==> src/rtl/counter_sequencer.sv <==
// Bounded, restartable up-counter sequencer: one-shot or periodic counts from 0 to a latched period.
// Optional build macro COUNTER_SEQUENCER_PAUSE_EN adds a pause input that freezes counting in RUN.
module counter_sequencer #(
  parameter int WIDTH = 4
) (
  input  logic             clk,
  input  logic             clear,
  input  logic             start,
  input  logic             stop,
  input  logic             mode_reload,
`ifdef COUNTER_SEQUENCER_PAUSE_EN
  input  logic             pause,
`endif
  input  logic [WIDTH-1:0] period,
  output logic [WIDTH-1:0] q,
  output logic             busy,
  output logic             tc,
  output logic             done,
  output logic             err
);

  typedef enum logic [1:0] {
    IDLE = 2'd0,
    RUN  = 2'd1,
    DONE = 2'd2
  } state_t;

  state_t           state_r, state_s;
  logic [WIDTH-1:0] q_r, q_s;
  logic [WIDTH-1:0] period_r, period_s;
  logic             mode_r, mode_s;
  logic             busy_r, busy_s;
  logic             done_r, done_s;
  logic             err_r, err_s;
  logic             tc_s;
  logic             pause_s;

`ifdef COUNTER_SEQUENCER_PAUSE_EN
  assign pause_s = pause;
`else
  assign pause_s = 1'b0;
`endif

  assign tc_s = (state_r == RUN) && (q_r == period_r);

  // Next-state and next-output logic; stop outranks pause, reload and completion in RUN
  always_comb begin
    state_s  = state_r;
    q_s      = q_r;
    period_s = period_r;
    mode_s   = mode_r;
    busy_s   = 1'b0;
    done_s   = 1'b0;
    err_s    = 1'b0;
    case (state_r)
      IDLE: begin
        if (start && !stop) begin
          if (period != {WIDTH{1'b0}}) begin
            state_s  = RUN;
            period_s = period;
            mode_s   = mode_reload;
            q_s      = {WIDTH{1'b0}};
            busy_s   = 1'b1;
          end else begin
            err_s = 1'b1;
          end
        end else begin
          state_s = IDLE;
        end
      end
      RUN: begin
        if (stop) begin
          state_s = IDLE;
        end else if (pause_s) begin
          busy_s = 1'b1;
        end else if (tc_s) begin
          if (mode_r) begin
            q_s    = {WIDTH{1'b0}};
            busy_s = 1'b1;
          end else begin
            state_s = DONE;
            done_s  = 1'b1;
          end
        end else begin
          q_s    = q_r + {{(WIDTH-1){1'b0}}, 1'b1};
          busy_s = 1'b1;
        end
      end
      DONE: begin
        state_s = IDLE;
      end
      default: begin
        state_s = IDLE;
      end
    endcase
  end

  // State and registered outputs with synchronous clear
  always_ff @(posedge clk) begin
    if (clear) begin
      state_r  <= IDLE;
      q_r      <= {WIDTH{1'b0}};
      period_r <= {WIDTH{1'b0}};
      mode_r   <= 1'b0;
      busy_r   <= 1'b0;
      done_r   <= 1'b0;
      err_r    <= 1'b0;
    end else begin
      state_r  <= state_s;
      q_r      <= q_s;
      period_r <= period_s;
      mode_r   <= mode_s;
      busy_r   <= busy_s;
      done_r   <= done_s;
      err_r    <= err_s;
    end
  end

  assign q    = q_r;
  assign busy = busy_r;
  assign done = done_r;
  assign err  = err_r;
  assign tc   = tc_s;

endmodule

==> config.mk <==
export PLATFORM = sky130hd
export DESIGN_NAME = counter_sequencer
export DESIGN_NICKNAME = d
export VERILOG_FILES = /design/src/rtl/counter_sequencer.sv
export SDC_FILE = /design/constraint.sdc
export NUM_CORES = 1
export LEC_CHECK = 0
export CAP_MARGIN = 20
export CORE_MARGIN = 5
export CORE_UTILIZATION = 40
export CTS_BUF_LIST = sky130_fd_sc_hd__clkbuf_16
export CTS_CLUSTER_DIAMETER = 80
export DETAILED_ROUTE_END_ITERATION = 16
export PLACE_DENSITY = 0.68
export SETUP_SLACK_MARGIN = 0.3
export SYNTH_ARGS = -nofsm -noshare
export SYNTH_HDL_FRONTEND = slang
export SYNTH_SLANG_ARGS = --single-unit
==> constraint.sdc <==
create_clock -name clk -period 2.33 [get_ports clk]
set_clock_uncertainty 0.1 [all_clocks]
set_input_delay 0.5825 -clock clk [delete_from_list [all_inputs] [get_ports clk]]
set_output_delay 0.5825 -clock clk [all_outputs]
set_load 0.1 [all_outputs]
==> impl_results.md <==
* Vias per cell at 5.468
* Antenna cell count at 0
* CP Data Arrival Time at 1.33 ns
* Commonest cells after routing, fill and taps aside: buf_4, dfxtp_1, nand2_1
* Layout cell share with drive strength beyond 1 at 38.71%
* Global Route Usage Sum at 13.41%
* CP Launch Type: flip-flop
* RSZ-0062 raised after global routing: true
* Overflow after GRT at 0
* Yosys reg bits at 14
* Leakage at 0.3895 nW
* Cell taking the most area after synthesis: dfxtp_1
* Pwr Total at 0.6872 mW
* Switching portion of total power at 23.74%
* Placed Area at 918.4 um^2
* Status: finished clean
* Skew-Pair Late Insertion Delay at 0.24 ns
* Area grow syn2layout at 55.79%
* Synth Net Count at 75
* Critical path class: flip-flop to output port
* Largest net degree at the start of global routing at 13
* Worst reg2reg endpoint: q[2]
* P_int at 0.5241 mW
* Ports at 17
* Post-Layout Inst Area at 1027 um^2
* Reg2Reg Depth at 4
* Final setup vio count at 0
* CP required at 1.65 ns
* Vias at 596
* Die span in y at 50.60 um
* Final Cycle Share at 86.49%
* Power Density at 669.0 nW/um^2
* Worst-path clk slew at 0.04 ns
* RePlAce Congestion at 0.7491
* First-pass GRT wire length at 2566 um
* Max Cap Viol at 0
* Mean post-synth cell area at 10.14 um^2
* Final TNS setup at 0 ns
* PortBufs at 16
* CTS tree: yes
* Crit path launch: q[2]
* H-tree depth reported by CTS at 1
* Worst Setup End Kind: output port
* Clk sinks at 14
* CP Capture Point: tc
* Sequential area share after synthesis at 42.50%
* Die area at 2560 um^2
* Max Buffers Root-to-Sink at 2
* Drt first pass iters at 4
* Most common cell after layout, fill and taps aside: buf_4
* Top cells by area, synth: dfxtp_1, xnor2_1, o221ai_2, o2bb2ai_4, nor4b_4
* CTS Buf Count at 3
* Clk pwr share at 46.7%
* Synth Instances at 65
* Initial Util at 42.78%
* Die W at 50.60 um
* Share of the synthesized area in the top cell type at 42.50%
* Layout Cells excl Fill at 109
* Synth Warn # at 0
* Vias in the first global route at 572
* Starting DRC count in detailed routing at 11
* Avg WL per Cell at 14.17 um
* Sequential Power Share at 36.5%
* Row count at 14
* VDD IR max at 0.5072 mV
* # nets final at 104
* Switching pwr at 0.1631 mW
* Max Clk Rate at 496.2 MHz
* R2R Setup Slk at 0.73 ns
* Reg2reg start: state_r[0]
* Initial antenna violation count at 0
* Final hold vios at 0
* Worst Max-Slew Pin Slew at 0.3535 ns
* Slew Viols, Final at 0
* Hold Crit Class: flip-flop to flip-flop
* DRC Markers at 0
* Final Util at 66.64%
* Slew HR at 76.12%
* Fillcell total at 125
* Total wire length at 1544 um
* Core area at 1541 um^2
* Hold Buf Count CTS at 0
* Root Buffer: clkbuf_16
* ANT nets after route at 0
* Logic pwr share at 16.8%
* CP max FO at 5
* Inst Count DP at 101
* DPL Wire Length at 1061 um
* Post-Syn Area at 659.4 um^2
* Cell variety after synth at 26
* Period minus WS final at 2.015 ns
## worst min-delay path by stage
stage / from / cells past startpoint / slack (ns) / endpoint
6_report: period_r[2] / 2 / 0.39 / period_r[2]
2_1_floorplan: mode_r / 1 / 0.36 / done
5_1_grt: period_r[2] / 2 / 0.42 / period_r[2]
3_5_place_dp: q[0] / 1 / 0.39 / q[0]
4_1_cts: q[0] / 1 / 0.39 / q[0]
3_3_place_gp: period_r[2] / 2 / 0.38 / period_r[2]
## worst max-delay path, cell delays in order (launching register included)
cell     delay, ns
dfxtp_4       0.36
xnor2_2       0.15
nand4_1       0.20
nor2_4        0.19
buf_12        0.19
## synth_stat cells, drive strengths merged
master and number:
a41oi 1, nand2b 3, nor2 5, nand3 4, o22a 1, ha 1
o2bb2ai 1, xnor2 4, nor4b 3, a22oi 3, o31ai 1, nand4 2
nor3 2, a21oi 2, dfxtp 14, mux2i 1, nand2 6, or3 1
clkbuf 1, nor3b 1, inv 3, or3b 1, o21ai 1, or4 1
o221ai 2
## power by group through the flow
stage | clock network, mW | registers [mW] | logic, mW
4_1_cts | 0.326 | 0.251 | 0.110
5_1_grt | 0.347 | 0.251 | 0.122
6_report | 0.321 | 0.251 | 0.115
3_3_place_gp | 0 | 0.255 | 0.106
3_5_place_dp | 0 | 0.255 | 0.107
2_1_floorplan | 0 | 0.267 | 0.0546
## repair_timing
item | CTS | global route
pin swaps | 3 | 6
resized for setup | 2 | 1
buffers inserted | 1 | 3
cloned | 0 | 0
setup endpoints to repair | 3 | 6
## metrics by stage
| stage | hold WS (ns) | worst slack, ns |
|---|---|---|
| after CTS | 0.3941 | 0.3068 |
| after global routing | 0.4231 | 0.2677 |
| final | 0.3929 | 0.3148 |
| after detailed placement | 0.3897 | 0.02192 |
| after floorplan | 0.3586 | 0.1551 |
| after global placement | 0.3840 | 0.05264 |
## metal layers
| layer | wire length [um] | global-route usage [%] |
|---|---|---|
| met4 | 44 | 8.936 |
| met2 | 765 | 21.90 |
| met1 | 591 | 15.19 |
| met3 | 142 | 3.254 |
| met5 | 0 | 0 |
## sequential cells by signal, summed over array words and instances (netlist names)
register and flops:
err 1, q 4, state_r 2, busy 1, period_r 4, mode_r 1
done 1
## logic make-up after synthesis
family | after synthesis | synth area share, %
mux | 1 | 1.518
fa+ha+maj | 1 | 1.897
simple gates | 29 | 26.95
xor+xnor | 4 | 5.313
buf+inv | 4 | 2.276
compound gates | 12 | 19.55
flops | 14 | 42.50
## area by class of cell
type                       instances  area, um^2  area share [%]
multi-input combinational         47       401.6           39.10
sequential                        14       295.3           28.75
timing repair buffer              25       220.2           21.44
clock buffer                       3       75.07           7.308
tap                               16       20.02           1.949
inverter                           3       11.26           1.096
clock inverter                     1       3.754          0.3654
No activity file was read; power rests on OpenSTA's default activity.
